[src/rtl/phase_scheduler.sv]
// Round-robin signal phase scheduler for a four-phase intersection.
// Latches requests, grants one green at a time, and inserts yellow and all-red clearance with min/max green timing.
module phase_scheduler #(
    parameter int MIN_GREEN = 8,
    parameter int MAX_GREEN = 32,
    parameter int YELLOW    = 3,
    parameter int ALL_RED   = 2,
    parameter int CNT_W     = 6
) (
    input  logic       clock,
    input  logic       reset_n,
    input  logic       pedestrian_req,
    input  logic       up_req,
    input  logic       down_req,
    input  logic       turn_req,
    output logic       pedestrian_green,
    output logic       up_green,
    output logic       down_green,
    output logic       turn_green,
    output logic       yellow,
    output logic       all_red,
    output logic [1:0] active_phase
);

    typedef enum logic [1:0] {
        ST_RED   = 2'd0,
        ST_GREEN = 2'd1,
        ST_YEL   = 2'd2
    } state_t;

    localparam logic [CNT_W-1:0] C_RED_END = CNT_W'(ALL_RED - 1);
    localparam logic [CNT_W-1:0] C_MIN_END = CNT_W'(MIN_GREEN - 1);
    localparam logic [CNT_W-1:0] C_MAX_END = CNT_W'(MAX_GREEN - 1);
    localparam logic [CNT_W-1:0] C_YEL_END = CNT_W'(YELLOW - 1);
    localparam logic [CNT_W-1:0] C_ONE     = CNT_W'(1);

    state_t           r_state;
    logic [CNT_W-1:0] r_cnt;
    logic [3:0]       r_pending;
    logic [3:0]       r_green;
    logic [1:0]       r_last;
    logic             r_yellow;
    logic             r_all_red;

    logic [3:0]       w_req;
    logic [3:0]       w_cand;
    logic [3:0]       w_other;
    logic [3:0]       w_grant_mask;
    logic [1:0]       w_order [4];
    logic [1:0]       w_winner;
    logic             w_grant;
    logic             w_leave_green;

    assign w_req  = {turn_req, down_req, up_req, pedestrian_req};
    assign w_cand = r_pending | w_req;

    // Search order starts just after the last served phase and ends on it.
    genvar gi;
    generate
        for (gi = 0; gi < 4; gi++) begin : g_order
            assign w_order[gi] = r_last + 2'(gi + 1);
        end
    endgenerate

    always_comb begin
        w_winner = r_last;
        for (int k = 3; k >= 0; k--) begin
            if (w_cand[w_order[k]]) begin
                w_winner = w_order[k];
            end
        end
    end

    assign w_grant       = (r_state == ST_RED) && (r_cnt == C_RED_END) && (w_cand != 4'b0000);
    assign w_grant_mask  = w_grant ? (4'b0001 << w_winner) : 4'b0000;

    // In GREEN r_last is the phase being served, so it is excluded from competition.
    assign w_other       = w_cand & ~(4'b0001 << r_last);
    assign w_leave_green = (w_other != 4'b0000) &&
                           (((r_cnt >= C_MIN_END) && !w_req[r_last]) || (r_cnt == C_MAX_END));

    always_ff @(posedge clock or negedge reset_n) begin
        if (!reset_n) begin
            r_state   <= ST_RED;
            r_cnt     <= '0;
            r_pending <= 4'b0000;
            r_last    <= 2'd3;
            r_green   <= 4'b0000;
            r_yellow  <= 1'b0;
            r_all_red <= 1'b1;
        end else begin
            // A request on the granting edge of its own phase is dropped.
            r_pending <= w_cand & ~w_grant_mask;

            case (r_state)
                ST_RED: begin
                    if (r_cnt == C_RED_END) begin
                        if (w_grant) begin
                            r_state   <= ST_GREEN;
                            r_cnt     <= '0;
                            r_last    <= w_winner;
                            r_green   <= w_grant_mask;
                            r_all_red <= 1'b0;
                        end
                    end else begin
                        r_cnt <= r_cnt + C_ONE;
                    end
                end

                ST_GREEN: begin
                    if (w_leave_green) begin
                        r_state  <= ST_YEL;
                        r_cnt    <= '0;
                        r_green  <= 4'b0000;
                        r_yellow <= 1'b1;
                    end else if (r_cnt != C_MAX_END) begin
                        r_cnt <= r_cnt + C_ONE;
                    end
                end

                ST_YEL: begin
                    if (r_cnt == C_YEL_END) begin
                        r_state   <= ST_RED;
                        r_cnt     <= '0;
                        r_yellow  <= 1'b0;
                        r_all_red <= 1'b1;
                    end else begin
                        r_cnt <= r_cnt + C_ONE;
                    end
                end

                default: begin
                    r_state   <= ST_RED;
                    r_cnt     <= '0;
                    r_green   <= 4'b0000;
                    r_yellow  <= 1'b0;
                    r_all_red <= 1'b1;
                end
            endcase
        end
    end

    assign pedestrian_green = r_green[0];
    assign up_green         = r_green[1];
    assign down_green       = r_green[2];
    assign turn_green       = r_green[3];
    assign yellow           = r_yellow;
    assign all_red          = r_all_red;
    assign active_phase     = r_last;

endmodule

[config.mk]
export PLATFORM = sky130hd
export DESIGN_NAME = phase_scheduler
export DESIGN_NICKNAME = d
export VERILOG_FILES = /design/src/rtl/phase_scheduler.sv
export SDC_FILE = /design/constraint.sdc
export NUM_CORES = 1
export LEC_CHECK = 0
export CAP_MARGIN = 20
export CORE_MARGIN = 1.5
export CORE_UTILIZATION = 45
export DETAILED_ROUTE_END_ITERATION = 7
export GPL_ROUTABILITY_DRIVEN = 0
export GPL_TIMING_DRIVEN = 1
export PLACE_DENSITY = 0.75
export SLEW_MARGIN = 5
export SYNTH_ARGS = -nofsm -noshare
export SYNTH_HDL_FRONTEND = slang
export SYNTH_SLANG_ARGS = --single-unit
export TNS_END_PERCENT = 20
[constraint.sdc]
create_clock -name clock -period 2.7 [get_ports clock]
set_input_delay 0.675 -clock clock [delete_from_list [all_inputs] [get_ports clock]]
set_output_delay 0.675 -clock clock [all_outputs]
set_load 0.02 [all_outputs]
* Yosys cells after proc, flatten, opt, wreduce, memory -nomap -nowiden
Cells that the tools add are included.
Storage, ports and cells: bits in registers 20, input bits 6, word-level logic and storage cells 87, output and inout bits 8
Cells by class: bitwise logic cells 8, eq/ne operators 12, shifts and indexed selects 2, reductions and logical operators 15, magnitude comparators 5, add/subtract/negate cells 4, mux-type cells 34
Operators by type and width (count):
- $mux W6 | 5
- $pmux W6 S3 | 1
- $mux W4 | 4
- $mux W2 | 7
- $lt A2 B3 Y1 const B | 4
- $pmux W4 S3 | 1
- $reduce_and A4 Y1 | 3
- $mux W1 | 9
- $and A4 B4 Y4 | 2
- $bmux W1 S2 | 4
- $not A4 Y4 | 2
- $reduce_bool A4 Y1 | 2
- $shl A1 B2 Y4 const A | 2
- $add A6 B1 Y6 const B | 1
- $eq A6 B1 Y1 const B | 1
- $eq A6 B2 Y1 const B | 1
- $eq A6 B5 Y1 const B | 1
- $ge A6 B3 Y1 const B | 1
- $ne A2 B2 Y1 const B | 3
- $ne A3 B3 Y1 const B | 2
- $ne A6 B5 Y1 const B | 1
- $pmux W1 S3 | 2
- $pmux W2 S3 | 1
- $reduce_and A3 Y1 | 2
- 12 further kinds | 18

* Longest topological paths before layout
Gate-level depths: netlist of the first run.
depth in word-level cells 11, gate-level depth with buffers 7, gate-level depth less buffers 7

* Worst setup path after synthesis of the first run
Ideal clock, no wire load.
path type register -> register, start reg r_last[0], in the netlist active_phase[0], end reg r_cnt[5], period minus slack after synthesis 2.291 ns, setup time 0.078 ns, path slack 0.409 ns, path buffers 0, cell stages (with the launch flop) 8, arrival 2.214 ns, data required time 2.622 ns, cells stage by stage dfstp_2 -> clkinv_1 -> ha_1 -> o21bai_1 -> o2111ai_2 -> o32ai_4 -> or4_1 -> a21oi_1
Between the ends: longest elaborated chain between the ends 8, elaborated cells between the ends (all ways) 14, classes of those cells eq/ne: 1; shift: 1; mux: 4; bitwise: 2; reduce/logical: 6
RTL lines:
- start, declared | line 41 | logic [1:0] r_last;
- start signal, assigned | line 101 | r_last <= w_winner;
- $bmux W1 S2 | line 80 | (((r_cnt >= C_MIN_END) && !w_req[r_last]) || (r_cnt == C_MAX_END));
- $mux W1 (not written as such) | line 80
- $logic_not A1 Y1 | line 80
- $logic_and A1 B1 Y1 | line 80
- $logic_or A1 B1 Y1 | line 80
- $logic_and A1 B1 Y1 (*) | line 79 | assign w_leave_green = (w_other != 4'b0000) &&
- $mux W6 or $ne A3 B3 Y1 (tied branches)
- $pmux W6 S3 or $reduce_and A2 Y1 (tied branches)
- end signal, assigned | line 106 | r_cnt <= r_cnt + C_ONE;
- end signal, assigned | line 117 | r_cnt <= r_cnt + C_ONE;
- end signal, assigned | line 128 | r_cnt <= r_cnt + C_ONE;
- end, declared | line 38 | logic [CNT_W-1:0] r_cnt;
Mark *: on every way between the ends. The rest lies on a longest branch, timed or not. The select of a mux whose other input is x is not followed. A chain may end at the register's enable or synchronous reset.

* Worst setup path in the final report of the first run
Same ends and word-level chain as after synthesis.

==> qor_table.md, run 1 <==
| Group | Parameter | This run |
|:---|:---|:---|
| cts | TritonCTS clock tree | built |
| sta | Setup ws final | 0.279 ns |
| placed design | Detailed Place HPWL | 2270 um |
| final layout | Most frequent cells in the layout | sky130_fd_sc_hd__dfrtp_1, sky130_fd_sc_hd__nor2_1, sky130_fd_sc_hd__a21oi_1, sky130_fd_sc_hd__clkdlybuf4s50_1, sky130_fd_sc_hd__nand2_1 |
| final layout | Number of nets in the finished design | 171 |
| cts | Cell chosen for the clock root | sky130_fd_sc_hd__clkbuf_4 |
| power and ir drop | PnR Total Power | 1620 uW |
| cts | Hold buffers post-CTS | 0 |
| logic synthesis | Post-synthesis average cell area | 9.78 um^2 |
| cts | Insertion delay of the later-clocked pin in the worst-skew pair | 0.31 ns |
| job | Max-capacitance violation count | 0 |
| cts | H-tree lvl count | 1 |
| cts | Total CTS buffers | 3 |
| placed design | Number of port buffers | 13 |
| hold path | Min-Delay Path Class | register to register |
| final layout | Filler cells | 248 |
| final layout | Core Util, Final | 56.0% |
| global route | Vias in the first global route | 1,160 |
| setup path | Family with the most delay on the worst path | compound AO/OA/AOI/OAI gates |
| cts | Clk sink count | 20 |
| global route | Largest net degree at the start of global routing | 21 |
| logic synthesis | Yosys cell types | 47 |
| logic synthesis | Largest cells by area after synthesis | sky130_fd_sc_hd__dfrtp_1, sky130_fd_sc_hd__ha_1, sky130_fd_sc_hd__dfstp_2, sky130_fd_sc_hd__a21oi_1, sky130_fd_sc_hd__nor2_1 |
| final layout | Most common cell after layout, fill and taps aside | sky130_fd_sc_hd__dfrtp_1 |
| logic synthesis | Post-synthesis cell type with the largest combined area | sky130_fd_sc_hd__dfrtp_1 |
| logic synthesis | Number of synthesized flops with an enable pin | 0 |
| setup path | Required time reported for the critical path endpoint | 2.95 ns |
| sta | Highest achievable clock rate | 413 MHz |
| logic synthesis | Post-synthesis async set-or-reset flop share | 100% |
| sta | Worst slew margin relative to its limit | 69.4% |
| global route | Global-route wire length before repair | 5190 um |
| placed design | Worst slack, placed | 0.0489 ns |
| sta | Worst-Margin Slew | 0.459 ns |
| cts | Buffer depth of the longest clock path | 2 |
| outcome | Run status | complete, no violations |
| global route | Total global-route track usage | 20.0% |
| route | Number of iterations in the first detailed-routing pass | 4 |
| floorplanning | DIE AREA | 3270 um^2 |
| floorplanning | Number of top-level design ports | 14 |
| setup path | Kind of end point of the critical path | register |
| cts | Number of buffers added for setup after CTS | 0 |
| logic synthesis | Cell count after synthesis | 135 |
| sta | Setup repair after global routing missed its margin | no |
| setup path | Standard cell with the maximum stage delay on the critical path | sky130_fd_sc_hd__dfstp_2 |
| setup path | Cell breakdown of the critical path | clkinv_1, ha_1, o21bai_1, o2111ai_2, o32ai_4, or4_1, a21oi_1 |
| final layout | Layout cell share with drive strength beyond 1 | 16.6% |
| logic synthesis | Proportion of netlist area held by the largest area contributor | 32.2% |
| sta | Hold_ws | 0.516 ns |
| final layout | Antenna cell count | 0 |
| sta | Hold Fails Final Rpt | 0 |
| cts | CTS clk-pin slew, worst paths | 0.12 ns |
| final layout | Area added between synthesis and finish | 17.9% |
| route | DRC violation count after routing | 0 |
| setup path | Critical setup path kind | register to register |
| setup path | Peak per-stage delay on the critical path | 0.64 ns |
| setup path | Arrival time at the worst endpoint | 2.67 ns |
| setup path | Largest driver fanout on the critical path | 9 |
| final layout | Footprint of the flip-flops and latches | 504 um^2 |
| sta | Portion of the clock cycle consumed by the worst path in the final layout | 89.7% |
| route | Per-cell routed wire length | 16.2 um |
| global route | Global route overflow | 0 |
| logic synthesis | Post-synth top flop | sky130_fd_sc_hd__dfrtp_1 |
| cts | Number of gates given a new drive strength after cts | 0 |
| floorplanning | Placeable core region | 2780 um^2 |
| power and ir drop | Peak VDD IR | 0.816 mV |
| logic synthesis | Synthesis-stage register bit count | 20 |
| route | Vias post-DR | 1,151 |
| floorplanning | Die height | 57.2 um |
| floorplanning | DIE WIDTH | 57.2 um |
| final layout | Multi-input gate area in the final layout | 782 um^2 |
| logic synthesis | Cell Area, Synth | 1320 um^2 |
| logic synthesis | Total number of yosys warnings | 0 |
| sta | Post-Route Skew | 0.0201 ns |
| sta | Max Slew Vio Count | 0 |
| floorplanning | Initial core utilization | 47.5% |
| power and ir drop | Total leakage power | 0.000613 uW |
| setup path | Critical Path Source Type | register |
| route | Iteration-0 DRC Markers | 66 |
| logic synthesis | Post-Synthesis Net Count | 148 |
| route | Mean number of vias per cell | 6.12 |
| route | Post-Route WL | 3040 um |
| sta | Number of failing setup endpoints in the final timing report | 0 |
| setup path | Buffering stage count on the worst path with inverters included | 1 |
| sta | Final-layout setup total negative slack | 0 ns |
| power and ir drop | Ratio of total power to cell area | 1040 nW/um^2 |
| logic synthesis | Share of synthesized area occupied by flip-flops and latches | 38.2% |
| route | Final ANT Viol Nets | 0 |
| floorplanning | Number of rows in the core area | 19 |
| sta | Final period demand of the worst path | 2.42 ns |
| global route | Number of antenna violations at the first check in global routing | 0 |
## final timing paths
| check | depth (start not counted) | startpoint | to | slack (ns) |
|---|---|---|---|---|
| hold reg to reg | 1 | r_green[1] | r_green[1] | 0.52 |
| max in group asynchronous | 2 | reset_n | active_phase[0] | 1.73 |
| setup reg to reg | 7 | active_phase[0] | r_cnt[5] | 0.28 |
| hold / removal | 1 | r_green[1] | r_green[1] | 0.52 |
| setup / recovery | 7 | active_phase[0] | r_cnt[5] | 0.28 |
| min in group asynchronous | 2 | reset_n | r_cnt[5] | 0.68 |
## worst reg2reg max path, stage by stage (launching register included)
cell and delay, ns:
sky130_fd_sc_hd__dfstp_2 0.64, sky130_fd_sc_hd__clkinv_1 0.26, sky130_fd_sc_hd__ha_1 0.27, sky130_fd_sc_hd__o21bai_1 0.16, sky130_fd_sc_hd__o2111ai_2 0.15, sky130_fd_sc_hd__o32ai_4 0.22, sky130_fd_sc_hd__or4_1 0.53, sky130_fd_sc_hd__a21oi_1 0.15
## state kept, by name (all words and copies together), names as in the netlist
register / count
r_pending: 4
active_phase: 2
r_state: 2
yellow: 1
r_cnt: 6
r_green: 4
all_red: 1
## synthesized netlist by cell type, types with 2 or more instances
master	n
sky130_fd_sc_hd__o21bai_1	3
sky130_fd_sc_hd__and3_1	2
sky130_fd_sc_hd__nor3_1	4
sky130_fd_sc_hd__or3b_1	2
sky130_fd_sc_hd__a21oi_1	13
sky130_fd_sc_hd__nand2_1	11
sky130_fd_sc_hd__o21ai_0	3
sky130_fd_sc_hd__and3_2	2
sky130_fd_sc_hd__nor4_1	4
sky130_fd_sc_hd__nand3_1	4
sky130_fd_sc_hd__or3_1	2
sky130_fd_sc_hd__inv_1	7
sky130_fd_sc_hd__mux2_2	3
sky130_fd_sc_hd__nor2_1	14
sky130_fd_sc_hd__ha_1	7
sky130_fd_sc_hd__dfstp_2	3
sky130_fd_sc_hd__nand3_2	2
sky130_fd_sc_hd__dfrtp_1	17
sky130_fd_sc_hd__a22o_1	4
## routing by layer
metal  vias up  wire length [um]  track usage (%)
li1        552                 -                -
met5         -                 0                0
met2        24              1580             35.3
met3         5               110             5.22
met4         0                41             6.64
met1       570              1310             23.8
## logic make-up (layout without fill, tap and decap cells)
family	Yosys count	after routing	share of synthesized area [%]
multiplexers	5	5	5.02
AO/OA/AOI/OAI	38	38	22.9
flip-flops	20	20	38.2
AND/OR/NAND/NOR	55	55	24.0
adder cells (fa/ha/maj)	7	7	6.63
buffers and inverters	9	31	2.56
XOR/XNOR	1	1	0.664
## per-stage QoR
step	cell area, um^2	cells
floorplan	1320	135
finish	1560	188
detailed placement	1530	184
global route	1560	188
CTS	1560	188
global placement	1530	184
## area by class of cell
type / instances / area share [%]
multi-input cells: 106 / 50.2
flip-flops and latches: 20 / 32.4
repair buffers: 19 / 11.3
well taps: 31 / 2.49
inverters: 8 / 1.93
clock buffers: 4 / 1.69
## report_power, final
| part | switching, uW | internal, uW | total (uW) |
|---|---|---|---|
| clock | 94.1 | 57.7 | 152 |
| combinational | 471 | 397 | 868 |
| sequential | 168 | 434 | 602 |
| total | 733 | 888 | 1620 |
(Power assumes the default switching activity.)
==> run 2: changes to the inputs <==
Settings changed: CTS_CLUSTER_SIZE from default to 25.
Clock period 2.7 ns to 2.3 ns, I/O delays scaled along.
==> run 2 against run 1 <==
  * Core utilization up 6.1 points
  * Global-route usage increased by 1.3 points
  * Non-clock buffer count grew 17
  * Cell area grew 11%
  * Worst setup slack got worse by 0.21 ns
  * Cell count grew 9.0%
  * Clock skew fell by 0.019 ns
  * First-iteration DRC count is 21% lower
  * Highest routed layer unchanged
==> qor_table.md, run 2 (same netlist as run 1, synthesis figures left out) <==
| Group | Parameter | This run | vs previous |
|:---|:---|:---|:---|
| cts | CTS clk-pin slew, worst paths | 0.11 ns | about the same |
| setup path | R2R Path Start | active_phase[0] |  |
| setup path | Critical Path Source Type | input port |  |
| power and ir drop | Relative contribution of sequential cells to total power | 32.0% | -5.1 points |
| power and ir drop | Ratio of total power to cell area | 1240 nW/um^2 | +19% |
| sta | Post-Route Skew | 0.00132 ns | -0.0188 ns |
| global route | Number of antenna violations at the first check in global routing | 0 | unchanged |
| sta | Hold Fails Final Rpt | 0 | unchanged |
| power and ir drop | Peak VDD IR | 1.17 mV | +43% |
| setup path | Critical setup path kind | input port to register |  |
| outcome | Run status | complete, no violations |  |
| floorplanning | DIE WIDTH | 57.2 um | unchanged |
| floorplanning | Placeable core region | 2780 um^2 | unchanged |
| route | Mean number of vias per cell | 5.86 | -4.3% |
| floorplanning | Initial core utilization | 47.5% | unchanged |
| setup path | Terminus of the critical flop-to-flop path | r_cnt[3] |  |
| cts | TritonCTS clock tree | built |  |
| final layout | Max FFs per register | 6 | unchanged |
| route | Final ANT Viol Nets | 0 | unchanged |
| global route | Global route overflow | 0 | unchanged |
| global route | Vias in the first global route | 1,222 | +5.3% |
| final layout | Filler cells | 239 | -3.6% |
| cts | Hold buffers post-CTS | 0 | unchanged |
| sta | Worst-Margin Slew | 0.389 ns | -0.0705 ns |
| floorplanning | Number of rows in the core area | 19 | unchanged |
| route | Iteration-0 DRC Markers | 52 | -21% |
| global route | Largest net degree at the start of global routing | 21 | unchanged |
| route | Per-cell routed wire length | 15.6 um | -3.5% |
| final layout | Top register by number of flip-flops | r_cnt |  |
| route | Number of iterations in the first detailed-routing pass | 4 | unchanged |
| sta | Portion of the clock cycle consumed by the worst path in the final layout | 97.0% |  |
| cts | Buffer depth of the longest clock path | 2 | unchanged |
| route | DRC violation count after routing | 0 | unchanged |
| sta | Number of failing setup endpoints in the final timing report | 0 | unchanged |
| cts | H-tree lvl count | 1 | unchanged |
| sta | Hold_ws | 0.521 ns | +0.00518 ns |
| placed design | Detailed Place HPWL | 2430 um | +6.8% |
| route | Vias post-DR | 1,201 | +4.3% |
| sta | Setup repair after global routing missed its margin | yes |  |
| hold path | Number of cells on the worst hold path | 1 | unchanged |
| final layout | Regs by FF count | r_cnt (6), r_green (4), r_pending (4) |  |
| setup path | Largest driver fanout on the critical path | 5 | -4 |
| floorplanning | DIE AREA | 3270 um^2 | unchanged |
| setup path | Kind of end point of the critical path | register |  |
| route | Post-Route WL | 3200 um | +5.3% |
| power and ir drop | Power dissipated by switching net loads | 895 uW | +22% |
| setup path | Arrival time at the worst endpoint | 2.41 ns | -0.26 ns |
| power and ir drop | PnR Total Power | 2140 uW | +32% |
| final layout | Layout cell share with drive strength beyond 1 | 25.9% | +9.3 points |
| hold path | Sink of the worst hold path | r_green[1] |  |
| power and ir drop | Total leakage power | 0.000714 uW | +17% |
| placed design | Number of port buffers | 13 | unchanged |
| sta | Worst slew margin relative to its limit | 74.1% | +4.7 points |
| cts | Clk sink count | 20 | unchanged |
| power and ir drop | Internal power summed over all cells | 1240 uW | +40% |
| final layout | Most common cell after layout, fill and taps aside | sky130_fd_sc_hd__buf_4 |  |
| final layout | Multi-input gate area in the final layout | 797 um^2 | +1.9% |
| floorplanning | Die height | 57.2 um | unchanged |
| cts | Insertion delay of the later-clocked pin in the worst-skew pair | 0.30 ns | about the same |
| hold path | Min-Delay Path Class | register to register |  |
| setup path | Critical Path Source | down_req |  |
| power and ir drop | Part of the power in the clock network | 13.3% | +3.9 points |
| power and ir drop | Fraction of power spent switching nets | 41.9% | -3.3 points |
| final layout | Footprint of the flip-flops and latches | 504 um^2 | unchanged |
| cts | Cell chosen for the clock root | sky130_fd_sc_hd__clkbuf_4 |  |
| setup path | Required time reported for the critical path endpoint | 2.48 ns | -0.47 ns |
| hold path | Startpoint of the worst hold path | r_green[1] |  |
| job | Max-capacitance violation count | 0 | unchanged |
| global route | Global-route wire length before repair | 5480 um | +5.6% |
| global route | Total global-route track usage | 21.3% | +1.3 points |
| sta | Final-layout setup total negative slack | 0 ns | unchanged |
| setup path | Worst-case register-to-register setup slack | 0.13 ns | -0.15 ns |
| sta | Final period demand of the worst path | 2.23 ns |  |
| final layout | Antenna cell count | 0 | unchanged |
| setup path | Depth of the worst register-to-register path | 6 | -1 |
| cts | Total CTS buffers | 3 | unchanged |
| floorplanning | Number of top-level design ports | 14 | unchanged |
| power and ir drop | Logic gate share of total power | 54.6% | +1.1 points |
| sta | Highest achievable clock rate | 448 MHz |  |
| sta | Max Slew Vio Count | 0 | unchanged |
| final layout | Area added between synthesis and finish | 30.7% |  |
| final layout | Number of nets in the finished design | 188 | +9.9% |
| final layout | Most frequent cells in the layout | sky130_fd_sc_hd__buf_4, sky130_fd_sc_hd__dfrtp_1, sky130_fd_sc_hd__nor2_1, sky130_fd_sc_hd__a21oi_1, sky130_fd_sc_hd__clkdlybuf4s50_1 |  |
-- run 2: cell count changes in the layout (fill, tap and decap cells not counted), sizes merged --
cell    before  now
bufinv       0    1
buf          6   23
clkbuf       4    3
-- run 2: how the worst max path moves through the flow --
stage	to	slack, ns	depth (start not counted)
after floorplan	r_cnt[5]	0.009	7
after global placement	r_cnt[3]	-0.18	6
after detailed placement	r_cnt[2]	-0.33	6
after CTS	r_green[3]	0.04	7
after global routing	r_cnt[2]	-0.01	6
final	r_cnt[3]	0.07	6
-- run 2: power by group through the flow --
stage	logic (uW)	clock network [uW]	registers, uW
2_1_floorplan	662	0	727
3_3_place_gp	1100	0	678
3_5_place_dp	1130	0	694
4_1_cts	1140	294	687
5_1_grt	1270	303	703
6_report	1170	285	684
-- run 2: layer usage --
| metal | GRT usage (%) | part of all wire (%) | vias to the layer above |
|---|---|---|---|
| met4 | 6.31 | 1.4 | 0 |
| met5 | 0 | 0 | - |
| met1 | 26.0 | 45 | 584 |
| met2 | 37.8 | 51 | 25 |
| met3 | 4.54 | 2.7 | 6 |
| li1 | - | - | 586 |
-- run 2: final cells by class --
type | instances | share of cell area, %
multi-input cells | 106 | 46.2
flip-flops and latches | 20 | 29.2
repair buffers | 36 | 17.5
well taps | 31 | 2.25
clock inverters | 1 | 1.74
inverters | 8 | 1.74
clock buffers | 3 | 1.31
-- run 2: critical path, cell delays in order --
cell,delay (ns)
sky130_fd_sc_hd__clkdlybuf4s50_1,0.51
sky130_fd_sc_hd__mux4_2,0.49
sky130_fd_sc_hd__o21ai_1,0.12
sky130_fd_sc_hd__nand4_1,0.20
sky130_fd_sc_hd__a311oi_4,0.41
sky130_fd_sc_hd__nor4_1,0.11
-- run 2: stage by stage --
stage	instance area, um^2	worst slack, ns	utilization [%]	std cells
floorplan	1320	0.00883	-	135
global placement	1640	-0.181	59.1	199
detailed placement	1640	-0.330	59.1	199
CTS	1710	0.0405	61.4	204
global route	1730	-0.0123	62.0	205
finish	1730	0.0692	62.0	205
-- run 2: what timing repair did --
item	4_1_cts	5_1_grt
pin swaps	1	3
buffers inserted	1	1
endpoints found under the setup margin	1	12
gates resized for setup	1	2
